## config.mk

```make
export PLATFORM = sky130hd
export DESIGN_NAME = mmio_uart_tx
export DESIGN_NICKNAME = d
export VERILOG_FILES = /design/src/rtl/mmio_uart_tx.sv
export SDC_FILE = /design/constraint.sdc
export NUM_CORES = 1
export LEC_CHECK = 0
export ABC_AREA = 1
export ABC_CLOCK_PERIOD_IN_PS = 3150
export CAP_MARGIN = 0
export CORE_MARGIN = 4
export CORE_UTILIZATION = 53
export DETAILED_ROUTE_END_ITERATION = 12
export PLACE_DENSITY_LB_ADDON = 0.1
export SYNTH_ARGS = -nofsm -noshare
export SYNTH_HDL_FRONTEND = slang
export SYNTH_SLANG_ARGS = --single-unit
```

## constraint.sdc

```tcl
create_clock -name clk -period 3.15 [get_ports clk]
set_input_delay 0.63 -clock clk [delete_from_list [all_inputs] [get_ports clk]]
set_output_delay 0.63 -clock clk [all_outputs]
set_load 0.02 [all_outputs]
```

## src/rtl/mmio_uart_tx.sv

```systemverilog
// Memory-mapped 8N1 UART transmitter with a small byte FIFO.
// TXDATA at BASE_ADDR, STATUS at BASE_ADDR+1; rdata is zero on a miss.
module mmio_uart_tx #(
    parameter logic [29:0] BASE_ADDR    = 30'h3FFFFFF0,
    parameter int          CLKS_PER_BIT = 104,
    parameter int          FIFO_AW      = 3
) (
    input  logic        clk,
    input  logic        reset,
    input  logic [29:0] addr,
    input  logic [31:0] wdata,
    input  logic        re,
    input  logic        we,
    output logic [31:0] rdata,
    output logic        tx
);

    localparam int DEPTH = 1 << FIFO_AW;
    localparam logic [FIFO_AW:0] DEPTH_C =
        (FIFO_AW+1)'(DEPTH);
    localparam logic [15:0] BAUD_LAST =
        16'(CLKS_PER_BIT - 1);

    typedef enum logic [1:0] {
        IDLE,
        START,
        DATA,
        STOP
    } state_t;

    state_t             state;
    logic [15:0]        baud_cnt;
    logic [2:0]         bit_idx;
    logic [7:0]         shift;

    logic [7:0]         mem [DEPTH];
    logic [FIFO_AW-1:0] rd_ptr;
    logic [FIFO_AW-1:0] wr_ptr;
    logic [FIFO_AW:0]   count;
    logic               overflow;

    logic               hit_data;
    logic               hit_stat;
    logic               full;
    logic               empty;
    logic               busy;
    logic               push;
    logic               drop;
    logic               pop;
    logic               baud_end;
    logic               stat_rd;
    logic [31:0]        status;

    logic               unused_wdata;
    assign unused_wdata = ^wdata[31:8];

    assign hit_data = (addr == BASE_ADDR);
    assign hit_stat = (addr == BASE_ADDR + 30'd1);
    assign full     = (count == DEPTH_C);
    assign empty    = (count == '0);
    assign busy     = (state != IDLE);
    assign push     = we & hit_data & ~full;
    assign drop     = we & hit_data & full;
    assign stat_rd  = re & hit_stat;
    assign baud_end = (baud_cnt == BAUD_LAST);

    // The FSM consumes a byte when idle or at the last stop-bit cycle.
    assign pop = ~empty &
                 ((state == IDLE) |
                  ((state == STOP) & baud_end));

    // Status word as seen by firmware.
    always_comb begin
        status                = '0;
        status[0]             = full;
        status[1]             = empty;
        status[2]             = busy;
        status[3]             = overflow;
        status[8+FIFO_AW:8]   = count;
    end

    // FIFO storage; contents need no reset since count guards reads.
    always_ff @(posedge clk) begin
        if (push) begin
            mem[wr_ptr] <= wdata[7:0];
        end
    end

    // FIFO pointers and occupancy.
    always_ff @(posedge clk) begin
        if (reset) begin
            rd_ptr <= '0;
            wr_ptr <= '0;
            count  <= '0;
        end else begin
            if (push) begin
                wr_ptr <= wr_ptr + 1'b1;
            end
            if (pop) begin
                rd_ptr <= rd_ptr + 1'b1;
            end
            unique case ({push, pop})
                2'b10:   count <= count + 1'b1;
                2'b01:   count <= count - 1'b1;
                default: count <= count;
            endcase
        end
    end

    // Sticky overflow; a dropped write wins over a clearing read.
    always_ff @(posedge clk) begin
        if (reset) begin
            overflow <= 1'b0;
        end else if (drop) begin
            overflow <= 1'b1;
        end else if (stat_rd) begin
            overflow <= 1'b0;
        end
    end

    // Registered read port, one cycle like synchronous RAM.
    always_ff @(posedge clk) begin
        if (reset) begin
            rdata <= '0;
        end else begin
            rdata <= stat_rd ? status : 32'd0;
        end
    end

    // Bit-timer FSM; tx is registered so it trails state by a cycle.
    always_ff @(posedge clk) begin
        if (reset) begin
            state    <= IDLE;
            baud_cnt <= '0;
            bit_idx  <= '0;
            shift    <= '0;
            tx       <= 1'b1;
        end else begin
            unique case (state)
                IDLE: begin
                    tx <= 1'b1;
                    if (pop) begin
                        shift    <= mem[rd_ptr];
                        baud_cnt <= '0;
                        state    <= START;
                    end
                end
                START: begin
                    tx <= 1'b0;
                    if (baud_end) begin
                        baud_cnt <= '0;
                        bit_idx  <= '0;
                        state    <= DATA;
                    end else begin
                        baud_cnt <= baud_cnt + 16'd1;
                    end
                end
                DATA: begin
                    tx <= shift[0];
                    if (baud_end) begin
                        baud_cnt <= '0;
                        shift    <= shift >> 1;
                        if (bit_idx == 3'd7) begin
                            state <= STOP;
                        end else begin
                            bit_idx <= bit_idx + 3'd1;
                        end
                    end else begin
                        baud_cnt <= baud_cnt + 16'd1;
                    end
                end
                STOP: begin
                    tx <= 1'b1;
                    if (baud_end) begin
                        baud_cnt <= '0;
                        if (pop) begin
                            shift <= mem[rd_ptr];
                            state <= START;
                        end else begin
                            state <= IDLE;
                        end
                    end else begin
                        baud_cnt <= baud_cnt + 16'd1;
                    end
                end
                default: state <= IDLE;
            endcase
        end
    end

endmodule
```

; After elaboration in Yosys (flattened, before gate mapping)
; Memories as Yosys holds them, arrays and structs flattened. A register that Yosys moved wholly into a read port is not among the register bits.
; Index checks and enable logic that the tools add are counted.
[totals]
n_memories = 1
out_inout_bits = 33
inputBits = 66
regBits = 73
ram_bits = 64
wordCells = 83
[mem_list]
columns = name, depth, width, read_ports, rd_clocked_by_memory_dff, write_ports, line_no
row1 = mem, 8, 8, 1, 1, 1, 36  ; logic [7:0] mem [DEPTH];
[op_classes]
n_eq_ne = 16
n_reduce_logical = 13
n_addsub = 6
n_bitwise = 10
mux = 26
[ops]
columns = operator, count
row1 = "== test 30 bit, second input constant", 2
row2 = two-way mux 16 bit, 2
row3 = one-hot mux 16 bit (2 select lines), 1
row4 = two-way mux 8 bit, 3
row5 = one-hot mux 8 bit (3 select lines), 1
row6 = "adder 16 x 1 -> 16 bit, second input constant", 1
row7 = "== test 16 x 7 -> 1 bit, second input constant", 1
row8 = two-way mux 3 bit, 5
row9 = "!= test 2 bit, second input constant", 6
row10 = two-way mux 2 bit, 5
row11 = "adder 3 x 1 -> 3 bit, second input constant", 3
row12 = one-hot mux 2 bit (4 select lines), 1
row13 = one-hot mux 4 bit (2 select lines), 1
row14 = nonzero test 2 bit, 4
row15 = AND 1 bit, 6
row16 = "== test 2 bit, second input constant", 3
row17 = one-hot mux 3 bit (2 select lines), 1
row18 = two-way mux 1 bit, 5
row19 = AND reduction 5 bit, 1
row20 = "adder 4 x 1 -> 4 bit, second input constant", 1
row21 = "== test 2 x 1 -> 1 bit, second input constant", 2
row22 = "== test 4 bit, second input constant", 1
row23 = logical NOT 4 bit, 1
row24 = AND reduction 4 bit, 1
row25 = other kinds (10), 13

; Logic depth before layout (Yosys ltp)
; Gate-level depths: netlist of run 1.
[logic_depth]
word_depth = 7
depth_mapped = 18
mapped_depth_nobuf = 18

; Worst setup path after synthesis of run 1
; No wires, ideal clock.
[synth_path]
kind = input port to flip-flop
from = input port addr[19]
to = register count[2]
path_slack_ps = 663
path_stages = 16
n_path_buf = 0
setup_time_ps = 115
required_time_ps = 3035
arrival_time_ps = 2371
cell_sequence = nand2_1 > nor2_1 > nand3_1 > nor2_1 > nand3_1 > nor2_2 > inv_1 > ha_1 > nand2_1 > inv_1 > nor2_1 > ha_1 > a21oi_1 > xor2_1 > o21ai_0 > inv_1
[synth_between]
elab_chain_len = 5
word_cells_on_any_way = 7
classes_between = eq/ne (3) / mux (1) / bitwise (2) / reduce/logical (1)
[synth_lines]
columns = item, line_no
row1 = start: declaration, 10  ; input logic [29:0] addr,
row2 = == test 30 bit (*), 57  ; assign hit_data = (addr == BASE_ADDR);
row3 = AND 1 bit (*) (2 in a row), 62  ; assign push = we & hit_data & ~full;
row4 = == test 2 x 1 -> 1 bit or == test 2 bit (tied branches), 102  ; unique case ({push, pop})
row5 = one-hot mux 4 bit (2 select lines) or nonzero test 2 bit (tied branches), -
row6 = end signal: assignment, 103  ; 2'b10: count <= count + 1'b1;
row7 = end signal: assignment, 104  ; 2'b01: count <= count - 1'b1;
row8 = end signal: assignment, 105  ; default: count <= count;
row9 = end: declaration, 39  ; logic [FIFO_AW:0] count;
; Mark *: on every way between the ends. The rest lies on a longest branch, timed or not.
; A chain may end at the register's enable or synchronous reset.

; Worst setup path in the final report of run 1
[layout_path]
from = register baud_cnt[0]
to = register count[2]
[layout_between]
elab_chain_len = 6
word_cells_on_any_way = 8
classes_between = eq/ne (3) / mux (1) / bitwise (3) / reduce/logical (1)
[layout_lines]
columns = item, line_no
row1 = start: declaration, 32  ; logic [15:0] baud_cnt;
row2 = start signal: assignment, 155  ; baud_cnt <= baud_cnt + 16'd1;
row3 = start signal: assignment, 169  ; baud_cnt <= baud_cnt + 16'd1;
row4 = start signal: assignment, 183  ; baud_cnt <= baud_cnt + 16'd1;
row5 = == test 16 x 7 -> 1 bit (*), 65  ; assign baud_end = (baud_cnt == BAUD_LAST);
row6 = AND 1 bit (*), 70  ; ((state == STOP) & baud_end));
row7 = bitwise OR 1 bit (*), 69  ; ((state == IDLE) |
row8 = AND 1 bit (*), 68  ; assign pop = ~empty &
row9 = via pop, 49  ; logic pop;
row10 = == test 2 x 1 -> 1 bit or == test 2 bit (tied branches), 102
row11 = one-hot mux 4 bit (2 select lines) or nonzero test 2 bit (tied branches), -
; The timed path passes the listed nets; every way through them passes the cells marked *.

==> impl_metrics.yaml, run 1 <==
floorplan:
  initial_core_util: 0.554
  rows: 36
  dieArea_um2: 12000
  die-width_um: 110
  die_y_um: 110
  ios: 99
  core_um2: 9910
placed_design:
  dpl.hpwl_um: 7870
  port_buffers: 50
  dp_cells: 801
  post-place-ws_ps: 60.1
  gp_congestion: 0.863
detailed_routing:
  ant_nets: 0
  drt-initial-drc-count: 138
  route.vias.total: 4257
  wl_per_cell_um: 14.2
  via_per_inst: 5.11
  post-route-drc-count: 0
  wirelength_um: 11800
  firstDrtPassIters: 4
finish:
  stdcell_count: 833
  seqCellArea_um2: 2960
  final_common_cell: "nand2_1"
  fillers: 804
  layout_common_cells: "139 x nand2_1, 80 x nand3_1, 64 x edfxtp_1"
  diodes: 0
  drive_above_1_share: 0.0900
  multi_input_area_um2: 2110
  synthToLayoutAreaGrowth_pct: 21.7
  nets: 765
global_route:
  grt_usage: 0.211
  grt_overflow_total: 0
  grt_pass1_wl_um: 19200
  antenna_found_initial: 0
  grt_pass1_vias: 4243
  grt_max_degree: 33
timing:
  tightest_slew_ps: 1010
  slew_headroom: 0.329
  fin_ws_ps: 561
  fmaxAchievable_mhz: 386
  drv_slew: 0
  hold_viol_final: 0
  timing.final.crit_share: 0.822
  rsz0062_at_grt: "false"
  finalCriticalPeriod_ps: 2590
  whs_ps: 434
  setup_violations: 0
  skew_ps: 8.63
  fin_setup_tns_ps: 0
setup_path:
  crit_path_top_delay_cell: "dfxtp_1"
  path_class: "reg2reg"
  r2r-start: "baud_cnt[0]"
  arrival_ps: 3000
  critPathMaxStageDelay_ps: 370
  worstPathMaxFanout: 8
  cp-startpoint: "baud_cnt[0]"
  crit_chain: "ha_1, nand3_1, nor2_1, nand2_4, nand2_4, nand2_4, inv_1, ha_1, nor2_1, nor2_1, ha_1, a21oi_1, xor2_1, o21ai_0, inv_1"
  cp_data_required_time_ps: 3560
  worst_setup_path_end_kind: "flop"
  worst-path-buf-inv: 2
  cp_top_family: "simple AND/OR/NAND/NOR gates"
  start_kind: "flop"
logic_synthesis:
  netlist.top_cell.by_area: "edfxtp_1"
  ys_ff_latch: 116
  avgSynthCellArea_um2: 8.78
  yosysWarnings: 0
  ys_top_cells_by_area: "edfxtp_1 35%, dfxtp_1 19%, nand2_1 9.5%"
  ys_types: 38
  syn_area_um2: 5490
  synthCells: 625
  synth_top_area_frac: 0.350
  ys_seq_area_frac: 0.540
power:
  p_leak_uw: 0.00266
  power_density_nw_per_um2: 801
  vdd_drop_max_uv: 448
run:
  maxCapViolations: 0
clock_network:
  cts_tree: "done"
  post-cts-setup-buffers: 0
  cts_inserted_buffers: 17
  ctsResizeCount: 0
  root_buffer: "clkbuf_8"
  clk_pin_slew_ps: 60
  cts_num_sinks: 116
  htreeDepth: 4
  clock_latency_ps: 520
  cts_hold_buf: 0
  clk_path_buf_depth: 2
worst_hold_path:
  holdCritPathClass: "reg2reg"
  hold_start: "overflow"
status:
  outcome: "finished, final reports clean"
==> sequential cells by signal (all words and copies together), names as in the netlist, 2 cells and up, named ones only <==
| signal | cells |
|---|---|
| count | 4 |
| mem | 64 |
| rd_ptr | 3 |
| wr_ptr | 3 |
| baud_cnt | 16 |
| rdata | 8 |
| bit_idx | 3 |
| shift | 8 |
| state | 2 |
==> worst register-to-register path, cell delays in order, from the launching register on <==
cell and delay [ps]:
dfxtp_1 370, ha_1 250, nand3_1 90, nor2_1 230, nand2_4 110, nand2_4 120
nand2_4 110, inv_1 120, ha_1 220, nor2_1 60, nor2_1 200, ha_1 180
a21oi_1 50, xor2_1 170, o21ai_0 160, inv_1 50
==> area by class of cell <==
type / count / share of cell area
inverters: 54 / 0.0305
repair buffers: 65 / 0.0918
flip-flops and latches: 116 / 0.444
clock buffers: 18 / 0.0626
multi-input cells: 433 / 0.315
well taps: 133 / 0.0249
clock inverters: 14 / 0.0315
==> report_power, final <==
| part | internal, uW | leakage, uW | total, uW | switching, uW |
|---|---|---|---|---|
| clock | 1360 | 0.000302 | 2020 | 660 |
| sequential | 1710 | 0.000997 | 1780 | 75.2 |
| combinational | 505 | 0.00136 | 1550 | 1040 |
==> worst paths after layout <==
kind | endpoint | slack (ps) | depth (start not counted)
setup / recovery | count[2] | 560 | 15
hold / removal | rdata[3] | 430 | 2
setup reg to reg | count[2] | 560 | 15
hold reg to reg | rdata[3] | 430 | 2
==> per-stage QoR <==
| step | power, uW | cell area, um2 | util |
|---|---|---|---|
| after floorplan | 3060 | 5580 | - |
| after global placement | 3300 | 6050 | 0.611 |
| after detailed placement | 3360 | 6050 | 0.611 |
| after CTS | 5390 | 6680 | 0.674 |
| after global routing | 5680 | 6680 | 0.674 |
| final | 5350 | 6680 | 0.674 |
==> synthesized netlist by cell type <==
cell,number
nor3_1,15
nand2_1,139
nand4_1,9
buf_2,10
o211a_1,1
a21oi_1,34
o21ai_1,6
nand3b_1,1
nor2_1,58
buf_6,2
nand3_1,80
clkbuf_1,8
buf_12,1
o21bai_1,2
o22ai_1,1
nor4_1,1
buf_4,24
or2_2,2
clkinv_2,1
ha_1,12
edfxtp_1,64
and3_1,1
nor2_2,3
nor3_2,1
nand2_4,3
xnor2_1,1
a21oi_2,3
inv_1,50
nand2_8,1
dfxtp_1,52
o21ai_0,25
o211ai_1,3
a21oi_4,1
o21a_1,2
conb_1,1
a211oi_1,1
inv_2,3
xor2_1,3
==> metal layers <==
metal	vias up	part of all wire	global-route usage
met5	-	0	0
met1	1968	0.41	0.229
met4	0	0.014	0.0846
met3	15	0.053	0.0534
li1	2179	-	-
met2	95	0.53	0.390
==> cells by family (layout without fill, tap and decap cells) <==
logic type | count (synthesis) | after routing | synth area share
AO/OA/AOI/OAI | 79 | 79 | 0.0809
XOR/XNOR | 4 | 4 | 0.00638
adder cells (fa/ha/maj) | 12 | 12 | 0.0274
buffers and inverters | 99 | 151 | 0.0923
flip-flops | 116 | 116 | 0.540
other | 1 | 24 | 0.000683
AND/OR/NAND/NOR | 314 | 314 | 0.253
No activity file was read; power rests on OpenSTA's default activity.
==> inputs of run 2 (changes only) <==
--- a/config.mk
+++ b/config.mk
@@ -6,7 +6,7 @@
 export NUM_CORES = 1
 export LEC_CHECK = 0
 export ABC_AREA = 1
-export ABC_CLOCK_PERIOD_IN_PS = 3150
+export ABC_CLOCK_PERIOD_IN_PS = 2500
 export CAP_MARGIN = 0
 export CORE_MARGIN = 4
 export CORE_UTILIZATION = 53
==> constraint.sdc (replaced) <==
create_clock -name clk -period 2.5 [get_ports clk]
set_input_delay 0.5 -clock clk [delete_from_list [all_inputs] [get_ports clk]]
set_output_delay 0.5 -clock clk [all_outputs]
set_load 0.02 [all_outputs]
==> impl_metrics.yaml, run 2 (same netlist as run 1, synthesis figures left out) <==
setup_path:
  critPathMaxStageDelay_ps: 460
  arrival_ps: 2780
  crit_path_top_delay_cell: "clkdlybuf4s50_1"
  cp_common_cell: "nand2_1"
  worst_setup_path_end_kind: "flop"
  path_class: "in2reg"
  crit_chain: "clkdlybuf4s50_1, nand4_1, nor3_2, nand3_1, nor2_2, inv_1, ha_2, nand2_1, inv_1, nor2_1, buf_4, nand2_1, o21ai_0, nand3b_1, nand2_1, nand2_1, nor2_1"
  start_kind: "input port"
  worstPathMaxFanout: 3
  cp_data_required_time_ps: 2950
timing:
  tightest_slew_ps: 522
  slew_headroom: 0.652
  rsz0062_at_grt: "false"
  finalCriticalPeriod_ps: 2330
  fin_setup_tns_ps: 0
  fmaxAchievable_mhz: 429
  timing.final.crit_share: 0.933
  hold_viol_final: 0
  drv_slew: 0
  skew_ps: 5.42
  setup_violations: 0
finish:
  final_area_um2: 6770
  nets: 782
  largest_reg_flops: 64
  diodes: 0
  final_common_cell: "nand2_1"
  largest_register: "mem"
  layout_common_cells: "139 x nand2_1, 80 x nand3_1, 64 x edfxtp_1"
  top_regs: "mem x64, baud_cnt x16"
  drive_above_1_share: 0.122
  fin_util: 0.684
  synthToLayoutAreaGrowth_pct: 23.4
detailed_routing:
  firstDrtPassIters: 4
  post-route-drc-count: 0
  via_per_inst: 5.13
  wirelength_um: 12200
  ant_nets: 0
  drt-initial-drc-count: 245
  route.vias.total: 4357
  wl_per_cell_um: 14.3
clock_network:
  cts_inserted_buffers: 17
  cts_tree: "done"
  root_buffer: "clkbuf_8"
  clk_path_buf_depth: 2
  clock_latency_ps: 510
  htreeDepth: 4
  clk_pin_slew_ps: 50
  cts_num_sinks: 116
  cts_hold_buf: 0
  post-cts-setup-buffers: 0
global_route:
  grt_pass1_wl_um: 19600
  grt_overflow_total: 0
  grt_pass1_vias: 4210
  antenna_found_initial: 0
  grt_usage: 0.215
  grt_max_degree: 33
floorplan:
  core_um2: 9910
  initial_core_util: 0.554
  ios: 99
  rows: 36
  die-width_um: 110
  die_y_um: 110
  dieArea_um2: 12000
worst_hold_path:
  holdCritPathClass: "reg2reg"
placed_design:
  port_buffers: 50
  gp_congestion: 0.832
  place_area_um2: 6180
  dpl.hpwl_um: 8120
power:
  p_leak_uw: 0.00271
  total_power_uw: 6650
  power_density_nw_per_um2: 982
  vdd_drop_max_uv: 533
status:
  outcome: "finished, final reports clean"
run:
  maxCapViolations: 0
==> run 2: changes by cell type in the layout (fill, tap and decap cells not counted), moves of 3 or more <==
cell	delta
clkinv_4	-3
ha_1	-3
dfxtp_1	-3
buf_4	+17
dfxtp_2	+3
==> run 2: cell type report <==
type	count	area, um2
Tap cell	133	166
Timing Repair Buffer	82	741
Clock buffer	18	418
Multi-Input combinational cell	433	2140
Sequential cell	116	2970
Inverter	54	204
Fill cell	805	3140
Clock inverter	13	141
==> run 2: stage by stage <==
step | hold WS (ps) | cells | setup slack [ps]
6_report | 437 | 849 | 167
5_1_grt | 473 | 849 | 19.5
4_1_cts | 436 | 849 | 32.8
3_5_place_dp | 426 | 818 | -378
2_1_floorplan | 408 | 648 | 143
3_3_place_gp | 430 | 818 | -271
==> run 2: routing by layer <==
layer | part of all wire | wire (um) | GRT usage | up-vias
li1 | - | - | - | 2208
met1 | 0.42 | 5140 | 0.242 | 2032
met2 | 0.52 | 6310 | 0.384 | 102
met3 | 0.044 | 533 | 0.0570 | 15
met4 | 0.014 | 174 | 0.0873 | 0
met5 | 0 | 0 | 0 | -
==> run 2: what timing repair did <==
item                                    CTS  global route
endpoints found under the hold margin     0             0
endpoints found under the setup margin    1             3
gates resized for setup                   1            11
pin swaps                                 0             2
==> run 2: path summary, 6_finish.rpt <==
kind	start	endpoint	slack (ps)	depth (start not counted)
hold / removal	overflow	rdata[3]	440	2
setup / recovery	addr[15]	count[3]	170	17
setup reg to reg	baud_cnt[0]	count[3]	240	17
hold reg to reg	overflow	rdata[3]	440	2
==> run 2: worst max-delay path: cells and delay by family <==
family	cells	cell delay, ps
compound gates	1	180
fa+ha+maj	1	190
buf+inv	4	710
simple gates	11	1200
==> run 2: where the power goes <==
group	internal (uW)	leakage (uW)	switching (uW)
registers	2160	0.000998	103
logic	748	0.00144	1360
clock network	1490	0.000272	792
==> inputs of run 3 (changes only) <==
--- a/config.mk
+++ b/config.mk
@@ -9,7 +9,8 @@
 export ABC_CLOCK_PERIOD_IN_PS = 2500
 export CAP_MARGIN = 0
 export CORE_MARGIN = 4
-export CORE_UTILIZATION = 53
+export CORE_UTILIZATION = 54
+export CTS_BUF_LIST = sky130_fd_sc_hd__clkbuf_8
 export DETAILED_ROUTE_END_ITERATION = 12
 export PLACE_DENSITY_LB_ADDON = 0.1
 export SYNTH_ARGS = -nofsm -noshare
==> impl_metrics.yaml, run 3 (same netlist as run 1, synthesis figures left out) <==
status:
  outcome: "finished, final reports clean"
finish:
  fillers: 800
  final_common_cell: "nand2_1"
  diodes: 0
  multi_input_area_um2: 2140
  drive_above_1_share: 0.121
  fin_util: 0.673
  stdcell_count: 852
  largest_register: "mem"
  synthToLayoutAreaGrowth_pct: 20.4
  top_regs: "mem x64, baud_cnt x16"
  layout_common_cells: "139 x nand2_1, 80 x nand3_1, 64 x edfxtp_1"
  final_area_um2: 6610
  nets: 784
  seqCellArea_um2: 2960
  largest_reg_flops: 64
timing:
  timing.final.crit_share: 0.932
  hold_viol_final: 0
  tightest_slew_ps: 529
  skew_ps: 7.09
  fin_setup_tns_ps: 0
  slew_headroom: 0.647
  fmaxAchievable_mhz: 429
  finalCriticalPeriod_ps: 2330
  drv_slew: 0
  setup_violations: 0
  fin_ws_ps: 170
setup_path:
  worst-path-buf-inv: 4
  start_kind: "input port"
  crit_path_top_delay_cell: "clkdlybuf4s50_1"
  worstPathMaxFanout: 3
  path_class: "in2reg"
  worst_setup_path_end_kind: "flop"
  cp_common_cell: "inv_1"
  arrival_ps: 2650
  cp_top_family: "simple AND/OR/NAND/NOR gates"
  crit_chain: "clkdlybuf4s50_1, nand2_1, nor2_1, nand3_1, nor2_2, nand3_1, nor2_2, inv_1, ha_1, nand2_1, inv_1, nor2_4, ha_1, a21oi_1, xor2_1, o21ai_1, inv_1"
  critPathMaxStageDelay_ps: 460
  cp_data_required_time_ps: 2820
clock_network:
  post-cts-setup-buffers: 0
  clk_pin_slew_ps: 70
  root_buffer: "clkbuf_8"
  cts_tree: "done"
  cts_num_sinks: 116
  clock_latency_ps: 420
  clk_path_buf_depth: 2
  cts_inserted_buffers: 17
  htreeDepth: 4
detailed_routing:
  route.met3.wl_um: 611
  route.vias.total: 4389
  wirelength_um: 11800
  dr_wl_met2_um: 6160
  post-route-drc-count: 0
  drt-initial-drc-count: 185
  wl_per_cell_um: 13.9
  drt-met1-wl_um: 4790
  top_layer_used: "met4"
  firstDrtPassIters: 4
  via_per_inst: 5.15
  ant_nets: 0
floorplan:
  die_y_um: 109
  die-width_um: 109
  ios: 99
  rows: 36
  dieArea_um2: 11800
  core_um2: 9820
  initial_core_util: 0.559
placed_design:
  dp_cells: 820
  port_buffers: 50
  gp_congestion: 0.898
  post-place-ws_ps: -418
  dpl.hpwl_um: 8180
  place_area_um2: 6190
global_route:
  grt_pass1_vias: 4319
  grt_overflow_total: 0
  grt_usage: 0.218
  grt_pass1_wl_um: 19900
  antenna_found_initial: 0
  grt_max_degree: 33
power:
  clkPwrFrac: 0.269
  p_leak_uw: 0.00263
  combPwrFrac: 0.355
  pwr-share-seq: 0.375
  power_density_nw_per_um2: 906
  internal_power_uw: 3790
  power_switching_uw: 2190
  vdd_drop_max_uv: 536
  swShare: 0.366
worst_hold_path:
  holdCritPathClass: "reg2reg"
run:
  maxCapViolations: 0
==> run 3: area by class of cell <==
cell class	instances	area share
Clock buffer	17	0.0354
Clock inverter	15	0.0216
Inverter	54	0.0309
Multi-Input combinational cell	433	0.324
Sequential cell	116	0.448
Tap cell	133	0.0252
Timing Repair Buffer	84	0.114
==> run 3: layer usage <==
layer  GRT usage  vias up
met5           0        -
met4      0.0920        0
met3      0.0604       21
met2       0.387      119
met1       0.247     2027
li1            -     2222
==> run 3: power by group through the flow <==
stage               Sequential [uW]  Clock (uW)  Combinational (uW)
global route                   2260        1750                2410
CTS                            2240        1640                2070
detailed placement             2280           0                2060
floorplan                      2270           0                1590
finish                         2250        1610                2130
global placement               2280           0                1990
==> run 3: final timing paths <==
kind / startpoint / to / slack [ps] / cells past startpoint
hold / removal: overflow / rdata[3] / 440 / 2
hold reg to reg: overflow / rdata[3] / 440 / 2
setup reg to reg: baud_cnt[0] / count[2] / 180 / 16
setup / recovery: addr[19] / count[2] / 170 / 17
==> run 3: tightest hold or removal path, delay by kind of cell (launching register included) <==
family	cells	cell delay, ps
and+or+nand+nor	1	40
buffers and inverters	1	50
DFF	1	310
==> run 3: what timing repair did <==
| action | 4_1_cts | 5_1_grt |
|---|---|---|
| hold buffers | 0 | 0 |
| resized for setup | 0 | 11 |
| endpoints found under the setup margin | 0 | 3 |
==> run 3: metrics by stage <==
step           power [uW]  hold slack, ps
2_1_floorplan        3860             408
3_3_place_gp         4270             429
3_5_place_dp         4340             423
4_1_cts              5960             438
5_1_grt              6420             485
6_report             5980             436
==> variant 1 (config.mk and constraints of run 2) <==
Reset style: asynchronous (`reset`), changed in 4 clocked blocks.
--- a/src/rtl/mmio_uart_tx.sv
+++ b/src/rtl/mmio_uart_tx.sv
@@ -89,3 +89,3 @@
     // FIFO pointers and occupancy.
-    always_ff @(posedge clk) begin
+    always_ff @(posedge clk or posedge reset) begin
         if (reset) begin
@@ -110,3 +110,3 @@
     // Sticky overflow; a dropped write wins over a clearing read.
-    always_ff @(posedge clk) begin
+    always_ff @(posedge clk or posedge reset) begin
         if (reset) begin
@@ -121,3 +121,3 @@
     // Registered read port, one cycle like synchronous RAM.
-    always_ff @(posedge clk) begin
+    always_ff @(posedge clk or posedge reset) begin
         if (reset) begin
@@ -130,3 +130,3 @@
     // Bit-timer FSM; tx is registered so it trails state by a cycle.
-    always_ff @(posedge clk) begin
+    always_ff @(posedge clk or posedge reset) begin
         if (reset) begin
Behaviour: differs if reset is asserted again (counterexample within 4 cycles, from zero or initial values and one cycle with reset high); with reset held inactive, the same outputs for 10 cycles.
==> variant 1 against run 2 <==
Worst setup slack better by 0.035 ns. Clock skew is 0.0024 ns higher. Synthesized area is 0.21% higher. Critical path depth is 2 lower. First-iteration DRC count is 13% higher. Final area is 0.94% higher. Routed wire length is 5.0% lower. Sequential cell count is 3 lower. Critical endpoint is now count[2]. Largest cell class unchanged.
Power is not compared: it rests on default switching activity, and its combinational part moved more than twofold at a synthesized area within 25%.
==> variant 1: results (changes against run 2) <==
| Metric | Value |
|---|---|
| Worst slew margin | 66.3% (+1.1 points) |
| Post-Synth XOR/XNOR Area | 1.59% (+0.95 points) |
| Adder-cell share of the synthesized area | 2.73% (-0.0056 points) |
| CTS root buf | clkbuf_8 |
| WP data arrival | 2.69 ns (-0.09 ns) |
| H-tree Lvls | 4 (unchanged) |
| Compound-Gate Fraction of Synth Area | 4.55% (-3.5 points) |
| Worst reg2reg startpoint | baud_cnt[0] |
| Switch Pwr | 0.909 mW |
| Wire length of the first global-routing pass | 19.4 mm (-0.84%) |
| Fin nets | 756 (-3.3%) |
| Initial antenna violation count | 0 (unchanged) |
| Vias | 4218 (-3.2%) |
| Largest fanout on the critical path | 9 (+6) |
| Share of layout cells above drive strength 1 | 10.6% (-1.6 points) |
| Largest net degree at the start of global routing | 34 (+3.0%) |
| Main area contributors after synthesis | edfxtp_1 (35%), dfrtp_1 (22%), nand2_1 (13%) |
| Async SR Flop Fraction | 43.4% (+43 points) |
| Seq/Total Area, Yosys | 57.3% (+3.3 points) |
| Post-synthesis mux area share | 0% (unchanged) |
| Ant diodes | 0 (unchanged) |
| Top Registers | mem (64), baud_cnt (16) |
| Yosys Warn Count | 0 (unchanged) |
| CP max-delay cell | dfrtp_1 |
| Initial DRC Count | 277 (+13%) |
| Family with the most delay on the worst path | adder cells |
| Hold slack | 0.352 ns (-0.0846 ns) |
| Tot GR Track Use | 21.1% (-0.37 points) |
| Terminus of the critical flop-to-flop path | count[2] |
| Post-DP Area | 6220 um2 (+0.69%) |
| Final wirelength | 11.6 mm (-5.0%) |
| Dpl cells | 791 (-3.3%) |
| Post-synth cell types | 35 (-7.9%) |
| Vias per std cell | 5.12 (-0.25%) |
| CP peak stage delay | 0.39 ns (-0.07 ns) |
| Top_reg_cell synth | edfxtp_1 |
| TritonCTS buffer count | 17 (unchanged) |
| Post-DP HPWL | 7.68 mm (-5.3%) |
| Met1 wire length | 4.77 mm (-7.2%) |
| Clk_skew | 0.00779 ns (+0.00237 ns) |
| Most frequent cells after synthesis | nand2_1 (188), nand3_1 (72), edfxtp_1 (64) |
| Worst slack at placement | -0.189 ns (+0.189 ns) |
| DR WL met3 | 530 um (-0.56%) |
| Drt pass-1 iters | 5 (+1) |
| Clk_lat worst skew | 0.51 ns (about the same) |
| Setup ws final | 0.203 ns (+0.0353 ns) |
| Status | finished, final reports clean |
| Post-synthesis instance total | 596 (-4.6%) |
| Number of global-route vias before repair | 4106 (-2.5%) |
| Hold Crit Class | primary input to async pin |
| Worst-case clock buffer depth | 2 (unchanged) |
| Worst Reg2Reg Path Length in Cells | 15 (-2) |
| Wire length on met2 | 5.98 mm (-5.3%) |
| Gpl congestion | 0.875 (+5.2%) |
==> variant 1: changes by cell type after synthesis, sizes merged, moves of 6 or more <==
cell / before / now
dfxtp: 52 / 0
nand2: 143 / 192
nor3: 16 / 3
a21oi: 38 / 8
nand3: 80 / 73
inv: 53 / 45
o21ai: 31 / 25
nor2: 61 / 53
dfrtp: 0 / 48
==> variant 1: how the worst max path moves through the flow <==
stage | start | to | slack, ns | depth (start not counted)
after floorplan | state[0] | count[2] | 0.27 | 12
after global placement | addr[24] | count[2] | -0.11 | 12
after global routing | baud_cnt[0] | count[3] | -0.005 | 15
after CTS | baud_cnt[0] | count[3] | 0.07 | 15
after detailed placement | addr[25] | count[2] | -0.19 | 12
final | baud_cnt[0] | count[2] | 0.20 | 15
==> variant 1: layout make-up <==
type / instances / area [um2]
Sequential cell: 113 / 3150
Fill cell: 743 / 3120
Multi-Input combinational cell: 421 / 2040
Timing Repair Buffer: 78 / 723
Clock buffer: 18 / 418
Inverter: 47 / 176
Tap cell: 133 / 166
Clock inverter: 14 / 165
==> variant 1: power by group through the flow <==
stage                     Clock (mW)  Combinational [mW]  Sequential (mW)
final                           2.34               0.144             1.97
after global routing            2.47               0.159             1.97
after CTS                       2.38               0.145             1.97
after detailed placement           0               0.144             2.01
after global placement             0               0.142             2.01
after floorplan                    0              0.0806             2.01
==> variant 1: kinds of logic after synthesis <==
group | after synthesis
flops | 113
simple gates | 332
other cells | 1
buf+inv | 85
compound gates | 43
xor+xnor | 10
fa+ha+maj | 12
==> variant 1: what timing repair did <==
action	4_1_cts	5_1_grt
endpoints found under the setup margin	0	3
buffers inserted	0	1
gates resized for setup	0	5
==> variant 1: routing by layer <==
metal  GRT usage, %  vias up
li1               -     2096
met1           25.5     1987
met2           36.3      115
met3           4.11       20
met4           9.80        0
met5              0        -
==> variant 2 (settings of run 2) <==
Without the edit above. `FIFO_AW`: 3 -> 2.
--- a/src/rtl/mmio_uart_tx.sv
+++ b/src/rtl/mmio_uart_tx.sv
@@ -5,3 +5,3 @@
     parameter int          CLKS_PER_BIT = 104,
-    parameter int          FIFO_AW      = 3
+    parameter int          FIFO_AW      = 2
 ) (
Check against the original RTL: not equivalent (a bounded check fails within 10 cycles, from zero or initial values and one cycle with reset high).
==> variant 2 against run 2 <==
Fmax up 1.5%. Highest routed layer unchanged. Worst setup slack better by 0.035 ns. Synthesized area down 28%. Cell count down 26%. Power down 46%. Final area down 31%. Register-to-register slack worse by 0.04 ns. Clock power down 60%. Routed wire length down 37%. Sequential cell count down 37. Synthesized cell count down 26%.
==> variant 2: results (changes against run 2) <==
| Metric | Value |
|---|---|
| CP max-delay cell | fa_1 |
| Fin nets | 604 (-23%) |
| Number of global-route vias before repair | 2888 (-31%) |
| Fillers | 641 (-20%) |
| TritonCTS buffer count | 9 (-8) |
| H-tree Lvls | 3 (-1) |
| Worst Reg2Reg Path Length in Cells | 16 (-1) |
| Post-DP HPWL | 5.72 mm (-30%) |
| Terminus of the critical flop-to-flop path | count[2] |
| Post-synthesis instance total | 465 (-26%) |
| WP data arrival | 2.54 ns (-0.24 ns) |
| Main area contributors after synthesis | edfxtp_1 (24%), dfxtp_1 (24%), nand2_1 (6.8%) |
| Top Registers | mem (32), baud_cnt (16), shift (8) |
| Top_reg_cell synth | dfxtp_1 |
| Family with the most delay on the worst path | adder cells |
| Port bufs | 49 (-2.0%) |
| Initial DRC Count | 117 (-52%) |
| Post-synth cell types | 43 (+13%) |
| Clk_skew | 0.00947 ns (+0.00405 ns) |
| Dpl cells | 612 (-25%) |
| CP startpoint | baud_cnt[1] |
| Wire length of the first global-routing pass | 13.0 mm (-34%) |
| Tot GR Track Use | 18.8% (-2.7 points) |
| EDFF count, synth | 32 (-50%) |
| Vias per std cell | 4.91 (-4.2%) |
| CTS clk-pin slew, worst paths | 0.09 ns (+0.04 ns) |
| Clk_lat worst skew | 0.36 ns (-0.15 ns) |
| R2r setup slk | 0.20 ns (-0.04 ns) |
| Most frequent cells after synthesis | nand2_1 (71), nor2_1 (69), dfxtp_1 (47), inv_1 (47), o21ai_0 (38) |
| Status | finished, final reports clean |
| Drt wl/cell | 12.1 um (-15%) |
| CP peak stage delay | 0.38 ns (-0.08 ns) |
[variant 2: changes by cell type in the layout (fill, tap and decap cells not counted), sizes merged, moves of 4 or more]
cell / run 2 / this run
a21oi: 38 / 30
dfxtp: 52 / 47
clkinv: 9 / 2
mux2i: 0 / 7
o21ai: 31 / 39
nand2: 143 / 77
buf: 32 / 13
edfxtp: 64 / 32
a211oi: 1 / 5
nor3: 16 / 8
nor2: 61 / 71
clkbuf: 18 / 9
nand3: 80 / 25
[variant 2: cells by family after synthesis]
logic type	Yosys count	synth area share [%]
buffers and inverters	88	11.6
xor gates and xnor gates	1	0.222
and+or+nand+nor	196	22.4
AOI/OAI and AO/OA	80	11.2
adders and majority gates	13	4.32
other	1	0.0952
DFF	79	48.3
muxes	7	1.78
[variant 2: worst max-delay path by stage]
| stage | endpoint | slack [ns] | cells after the start |
|---|---|---|---|
| after floorplan | count[2] | 0.30 | 16 |
| after global placement | count[1] | -0.02 | 8 |
| after detailed placement | count[2] | -0.04 | 11 |
| after CTS | count[2] | 0.08 | 16 |
| after global routing | count[2] | 0.003 | 16 |
| final | count[2] | 0.20 | 16 |
[variant 2: power breakdown]
part / total (mW) / switching (mW) / internal [mW]
registers: 1.48 / 0.0513 / 1.43
clock network: 0.922 / 0.529 / 0.393
logic: 1.18 / 0.777 / 0.405
total: 3.58 / 1.36 / 2.23
[variant 2: routing by layer]
metal  vias to the layer above  share of wire, %  wire length [um]  GRT usage (%)
met5                         -                 0                 0              0
met4                         0               1.7               129           7.22
met3                        12               4.5               344           4.73
met2                        76                51              3910           32.2
met1                      1386                43              3250           22.6
li1                       1617                 -                 -              -
[variant 2: what timing repair did]
| item | 4_1_cts | 5_1_grt |
|---|---|---|
| resized for setup | 0 | 5 |
| buffers inserted | 0 | 1 |
| hold buffers | 0 | 0 |
| setup endpoints to repair | 0 | 1 |
[variant 2: area by class of cell]
type / instances / area [um2] / area share, %
clock inverter: 7 / 72.6 / 1.55
clock buffer: 9 / 124 / 2.65
multi-input combinational: 322 / 1670 / 35.8
inverter: 51 / 191 / 4.09
timing repair buffer: 62 / 588 / 12.6
sequential: 79 / 1900 / 40.7
tap: 99 / 124 / 2.65
[variant 2: metrics by stage]
| step | instance area [um2] | power (mW) | util, % |
|---|---|---|---|
| floorplan | 4030 | 2.47 | - |
| global placement | 4470 | 2.65 | 61.6 |
| detailed placement | 4470 | 2.68 | 61.6 |
| CTS | 4660 | 3.60 | 64.3 |
| global route | 4680 | 3.85 | 64.5 |
| finish | 4680 | 3.58 | 64.5 |
